==> src/rtl/lab3_cache_mem_arbiter.sv <==
// Two-requester (icache/dcache) round-robin arbiter onto one memory port, with an
// in-order ID FIFO that steers memory responses back to the requester that issued them.
module lab3_cache_mem_arbiter #(
  parameter int REQ_W  = 77,
  parameter int RESP_W = 47,
  parameter int DEPTH  = 4
) (
  input  logic                      clk,
  input  logic                      reset,
  input  logic                      req0_val,
  output logic                      req0_rdy,
  input  logic [REQ_W-1:0]          req0_msg,
  output logic                      resp0_val,
  input  logic                      resp0_rdy,
  output logic [RESP_W-1:0]         resp0_msg,
  input  logic                      req1_val,
  output logic                      req1_rdy,
  input  logic [REQ_W-1:0]          req1_msg,
  output logic                      resp1_val,
  input  logic                      resp1_rdy,
  output logic [RESP_W-1:0]         resp1_msg,
  output logic                      mem_req_val,
  input  logic                      mem_req_rdy,
  output logic [REQ_W-1:0]          mem_req_msg,
  input  logic                      mem_resp_val,
  output logic                      mem_resp_rdy,
  input  logic [RESP_W-1:0]         mem_resp_msg,
  output logic [$clog2(DEPTH):0]    outstanding,
  output logic                      err
);

  // Handshake: a message moves on a port only in a cycle where its val and rdy are
  // both high; a producer holds val and msg stable until that cycle.

  localparam int PTR_W = $clog2(DEPTH);
  localparam int CNT_W = PTR_W + 1;
  localparam logic [CNT_W-1:0] FULL_CNT = CNT_W'(DEPTH);

  localparam logic [0:0] ST_OPEN   = 1'b0;
  localparam logic [0:0] ST_LOCKED = 1'b1;

  logic [0:0]       lock_state;
  logic             lock_id;
  logic             prio;
  logic             winner;
  logic             full;
  logic             empty;
  logic             head;
  logic             push;
  logic             pop;
  logic [DEPTH-1:0] id_mem;
  logic [PTR_W-1:0] wr_ptr;
  logic [PTR_W-1:0] rd_ptr;
  logic [CNT_W-1:0] count;
  logic             err_q;

  // A stalled offer keeps its requester until it transfers, regardless of prio.
  always_comb begin
    winner = 1'b0;
    if (lock_state == ST_LOCKED) begin
      winner = lock_id;
    end else if (req0_val && req1_val) begin
      winner = prio;
    end else begin
      winner = req1_val;
    end
  end

  assign full  = (count == FULL_CNT);
  assign empty = (count == '0);
  assign head  = id_mem[rd_ptr];

  // Request side depends only on registered count, never on the response port.
  assign mem_req_val = (req0_val | req1_val) & ~full & reset;
  assign mem_req_msg = winner ? req1_msg : req0_msg;
  assign req0_rdy    = ~winner & mem_req_rdy & ~full & reset;
  assign req1_rdy    =  winner & mem_req_rdy & ~full & reset;

  assign resp0_msg    = mem_resp_msg;
  assign resp1_msg    = mem_resp_msg;
  assign resp0_val    = mem_resp_val & ~empty & ~head;
  assign resp1_val    = mem_resp_val & ~empty &  head;
  assign mem_resp_rdy = ~empty & (head ? resp1_rdy : resp0_rdy);

  assign push = mem_req_val & mem_req_rdy;
  assign pop  = mem_resp_val & mem_resp_rdy;

  assign outstanding = count;
  assign err         = err_q;

  always_ff @(posedge clk or negedge reset) begin
    if (!reset) begin
      lock_state <= ST_OPEN;
      lock_id    <= 1'b0;
      prio       <= 1'b0;
    end else if (push) begin
      lock_state <= ST_OPEN;
      prio       <= ~winner;
    end else if (mem_req_val) begin
      lock_state <= ST_LOCKED;
      lock_id    <= winner;
    end
  end

  always_ff @(posedge clk or negedge reset) begin
    if (!reset) begin
      id_mem <= '0;
      wr_ptr <= '0;
      rd_ptr <= '0;
      count  <= '0;
      err_q  <= 1'b0;
    end else begin
      if (push) begin
        id_mem[wr_ptr] <= winner;
        wr_ptr         <= wr_ptr + PTR_W'(1);
      end
      if (pop) begin
        rd_ptr <= rd_ptr + PTR_W'(1);
      end
      case ({push, pop})
        2'b10:   count <= count + CNT_W'(1);
        2'b01:   count <= count - CNT_W'(1);
        default: count <= count;
      endcase
      // A response with nothing outstanding is a protocol error; it is never accepted.
      if (mem_resp_val && empty) begin
        err_q <= 1'b1;
      end
    end
  end

endmodule

==> config.mk <==
export PLATFORM = sky130hd
export DESIGN_NAME = lab3_cache_mem_arbiter
export DESIGN_NICKNAME = d
export VERILOG_FILES = /design/src/rtl/lab3_cache_mem_arbiter.sv
export SDC_FILE = /design/constraint.sdc
export NUM_CORES = 1
export LEC_CHECK = 0
export BUFFER_PORTS_ARGS = -buffer_cell sky130_fd_sc_hd__clkbuf_2
export CAP_MARGIN = 0
export CORE_AREA = 5 5 150 152
export DETAILED_ROUTE_END_ITERATION = 8
export DIE_AREA = 0 0 155 157
export PLACE_DENSITY_LB_ADDON = 0.12
export SLEW_MARGIN = 20
export SYNTH_ARGS = -nofsm -noshare
export SYNTH_HDL_FRONTEND = slang
export SYNTH_SLANG_ARGS = --single-unit
==> constraint.sdc <==
create_clock -name clk -period 2.48 [get_ports clk]
set_input_delay 0.372 -clock clk [delete_from_list [all_inputs] [get_ports clk]]
set_output_delay 0.372 -clock clk [all_outputs]
set_load 0.02 [all_outputs]
Yosys cells after proc, flatten, opt, wreduce, memory -nomap -nowiden. Index checks and enable logic that the tools add are counted. W data, S select, Z words.

Register bits after elaboration: 15. Input port bits: 209.

Bitwise operators: 20. $lt $le $gt $ge: 3. Muxes and demuxes: 12. $add $sub $neg: 4. Equality and inequality tests: 3. Reductions and logical operators: 7.

Operator list (number): $mux W77 (1); $and A1 B1 Y1 (14); $mux W1 (7); $lt A2 B3 Y1 const B (2); $pmux W3 S2 (1); $not A1 Y1 (5); $add A2 B1 Y2 const B (2); $bwmux W4 (1); $reduce_bool A2 Y1 (2); $add A3 B1 Y3 const B (1); $eq A3 B3 Y1 const B (1); $logic_and A1 B1 Y1 (3); $logic_not A3 Y1 (1); $sub A3 B1 Y3 const B (1); $bmux W1 S2 (1); $demux W1 S2 (1); $eq A2 B1 Y1 const B (1); $eq A2 B2 Y1 const B (1); $ge A2 B1 Y1 const B (1); $reduce_and A2 Y1 (1); $or A1 B1 Y1 (1).

Longest topological paths before layout.
Depth after elaboration: 7. Mapped depth: 10. Gate-level depth less buffers: 10.

Worst setup path before layout. Ideal clock, no wire load.

Path type: flip-flop to flip-flop. From: register count[0], in the netlist outstanding[0]. To: register count[2], in the netlist outstanding[2]. Arrival time: 2099 ps. Path buffers: 1. Stages on the path, launching flop included: 11. Path slack: 301 ps. Library setup time: 80 ps. Period minus slack after synthesis: 2179 ps. Data required time: 2400 ps. Cells stage by stage: dfrtp_1 nor3b_2 nor4b_4 buf_6 inv_1 ha_1 inv_1 fa_1 xor2_1 nor2_1 xor2_1.

Longest elaborated chain between the ends: 7.

Ends and longest elaborated chain: start: declaration (RTL line 54) `logic [CNT_W-1:0] count;`; start signal: assignment (RTL line 121) `2'b10: count <= count + CNT_W'(1);`; start signal: assignment (RTL line 122) `2'b01: count <= count - CNT_W'(1);`; start signal: assignment (RTL line 123) `default: count <= count;`; $eq A3 B3 Y1 (RTL line 69) `assign full = (count == FULL_CNT);`; $not A1 Y1 (RTL line 74) `assign mem_req_val = (req0_val | req1_val) & ~full & reset;`; $and A1 B1 Y1 (2 in series) (RTL line 74); $and A1 B1 Y1 (RTL line 85) `assign push = mem_req_val & mem_req_rdy;`; $eq A2 B1 Y1 / $eq A2 B2 Y1 (equally long branches) (RTL line 120) `case ({push, pop})`; $pmux W3 S2 / $reduce_bool A2 Y1 (equally long branches).

Several ways; a longest one is shown, not always the timed one. A chain may end at the register's enable or synchronous reset.

Worst setup path in the final report.
From: register rd_ptr[1]. To: register count[2], in the netlist outstanding[2].

Longest elaborated chain between the ends: 7.

Ends and longest elaborated chain: start: declaration (RTL line 53) `logic [PTR_W-1:0] rd_ptr;`; start signal: assignment (RTL line 118) `rd_ptr <= rd_ptr + PTR_W'(1);`; $bmux W1 S2 * (RTL line 71) `assign head = id_mem[rd_ptr];`; $mux W1 (not written as such) * (RTL line 71); $mux W1 * (RTL line 83) `assign mem_resp_rdy = ~empty & (head ? resp1_rdy : resp0_rdy);`; $and A1 B1 Y1 * (RTL line 83); $and A1 B1 Y1 * (RTL line 86) `assign pop = mem_resp_val & mem_resp_rdy;`; named net pop (RTL line 50) `logic pop;`; $eq A2 B1 Y1 / $eq A2 B2 Y1 (equally long branches) (RTL line 120); $pmux W3 S2 / $reduce_bool A2 Y1 (equally long branches).

The timed path passes the listed nets; every way through them passes the cells marked *. The select of a mux whose other input is x is not followed.

==> reports/qor.csv <==
metric,value,unit
run status,finished clean,
CP required,2.65,ns
FF-to-FF setup slack,0.22,ns
Static Leak,1.84,nW
Starting Density,0.121,
Area growth syn-to-layout,37.8,%
die area,24300,µm²
DR top layer,met4,
io pins,390,
WL met3,1.08,mm
Hold Buf Count CTS,0,
Die W,155,µm
period utilization,0.912,
clock-pin slew on the worst setup and hold paths,0.05,ns
CP Launch Type,flop,
post-route ant nets,0,
drt initial violations,63,
first-pass GRT wire length,13.9,mm
Final Non-Filler Cells,689,
Crit Path Class,flop to flop,
Synthesis Warnings,0,
setup bufs post-CTS,0,
nets,630,
H-tree depth,1,
WL final,10.0,mm
Setup TNS,0,ns
relative slew slack,0.756,
HP Class,primary input to async pin,
layout cells sized above 1,0.804,
syn_nets,475,
Critical Path Slowest Stage Cell,dfrtp_1,
synthesized cell area,2530,µm²
Tmin final,2.26,ns
"Critical Path, Cell by Cell",mux2i_1 -> mux2i_1 -> mux2i_1 -> nor2_1 -> ha_1 -> inv_1 -> fa_1 -> xor2_1 -> nor2_1 -> xor2_1,
Crit path max-delay family,multiplexers,
Max Cap Viol,0,
critical path arrival,2.43,ns
"Buf+Inv Stages, Crit Path",1,
number of remaining DRC errors,0,
total track usage,0.0713,
Pins Over Slew Limit,0,
Worst Path Max Fanout,3,
post-synth top area cell,buf_4,
"Distinct cells, synth",32,
Layout Skew,0.00153,ns
WL/cell,14.5,µm
Final Hold Viols,0,
PortBufs,248,
cell area power density,1030,nW/µm²
Worst Setup End Kind,flop,
DP Cell Count,685,
post-synthesis average cell area,9.74,µm²
Worst path max stage delay,0.41,ns
initial antenna violation count,0,
pin count of the biggest net entering global routing,41,
Die Y-Extent,157,µm
vias,2330,
Synth top area share,0.279,
CTS tree,built,
CTS Buffer Depth,2,
gr ovfl total,0,
met1 wire length,3.30,mm
Fin Hold WS,0.0885,ns
Peak VDD IR,0.356,mV
drt via density,3.38,
number of gates resized after cts,0,
CTS root buffer,clkbuf_16,
Worst Tran Pin Value,0.363,ns
synthesized flop and latch total,15,
Diodes inserted,0,
Worst-Skew Late Latency,0.24,ns
First-pass DRT Iterations,4,
R2R depth,10,
vias in the first global route,2441,
synth top area cells,"buf_4, mux2_2, dfrtp_1",
fmax,442,MHz
wire length on met2,5.54,mm
routability congestion estimate,0.790,
Post-DP HPWL,9.12,mm
synthesized instance count,260,
cell mode on critical path,mux2i_1,
register area share after synthesis,0.148,
clk sinks,15,
Num CTS Buffers,3,
Final setup viols,0,
setup repair after global routing missed its margin,no,
CORE AREA,20900,µm²
site row count,53,
Crit path depth,10,
state kept, by name, indices dropped and copies added (netlist names):
name and flops:
id_mem 4, outstanding 3, rd_ptr 2, wr_ptr 2, err 1, lock_id 1
lock_state 1, prio 1
power breakdown:
group | switching (mW) | internal [mW] | total [mW] | leakage, nW
Sequential | 0.111 | 0.370 | 0.481 | 0.172
Clock | 0.100 | 0.218 | 0.318 | 0.0382
Combinational | 1.55 | 1.24 | 2.80 | 1.63
Total | 1.77 | 1.83 | 3.60 | 1.84
cells in the final DEF (no fill, tap or decap), drive strengths merged, types with 5 or more instances in the layout:
master	n
buf	5
nor2	11
mux2	78
clkbuf	252
ha	5
dfrtp	15
mux2i	7
a21oi	5
inv	8
routing by layer:
metal,global-route usage,up-vias
met1,0.0750,1054
li1,-,1097
met2,0.139,170
met4,0.0130,0
met5,0,-
met3,0.0234,9
cell type report:
class	instances	area (µm²)
flip-flops and latches	15	375
multi-input cells	134	1360
fillers	2394	17400
clock buffers	4	78.8
repair buffers	253	1300
well taps	275	344
inverters	8	30.0
cell usage after synthesis (all sizes together):
library cell    n
ha              5
xor2            3
nor4            1
a31oi           4
o21ai           4
mux2i           7
nor4b           1
xnor2           2
dfrtp          15
nor2           11
nand2           3
nor3            2
nor3b           2
a21oi           5
o21a            1
a21o            1
buf           103
o31ai           1
mux2           78
fa              1
inv             8
nor2b           1
nand2b          1
worst reg2reg max path, stage by stage, from the launching register on:
cell	delay, ns
dfrtp_1	0.41
mux2i_1	0.29
mux2i_1	0.17
mux2i_1	0.16
nor2_1	0.13
ha_1	0.20
inv_1	0.06
fa_1	0.37
xor2_1	0.15
nor2_1	0.11
xor2_1	0.15
kinds of logic after synthesis:
kind of cell | Yosys count | synth area share
adders and majority gates | 6 | 0.0326
DFF | 15 | 0.148
and+or+nand+nor | 22 | 0.0514
AOI/OAI and AO/OA | 16 | 0.0435
buffers and inverters | 111 | 0.318
muxes | 85 | 0.389
xor gates and xnor gates | 5 | 0.0173
worst paths after layout:
path                                              end             startpoint
max                        outstanding[2]$_DFFE_PN0P_  rd_ptr[1]$_DFFE_PN0P_
min                            lock_state$_DFFE_PN0P_                  reset
max reg2reg                outstanding[2]$_DFFE_PN0P_  rd_ptr[1]$_DFFE_PN0P_
min reg2reg                           err$_DFFE_PN0P_        err$_DFFE_PN0P_
max in group asynchronous       id_mem[3]$_DFFE_PN0P_                  reset
min in group clk                      err$_DFFE_PN0P_           mem_resp_val
stage by stage:
step / utilization / power, mW / cell area (µm²) / setup slack [ns]
floorplan: - / 2.68 / 2530 / 0.301
global placement: 0.163 / 3.35 / 3410 / 0.231
detailed placement: 0.163 / 3.34 / 3410 / 0.202
CTS: 0.167 / 3.68 / 3490 / 0.194
global route: 0.167 / 3.88 / 3490 / 0.0618
finish: 0.167 / 3.60 / 3490 / 0.219
Power figures use the tool's default switching activity.
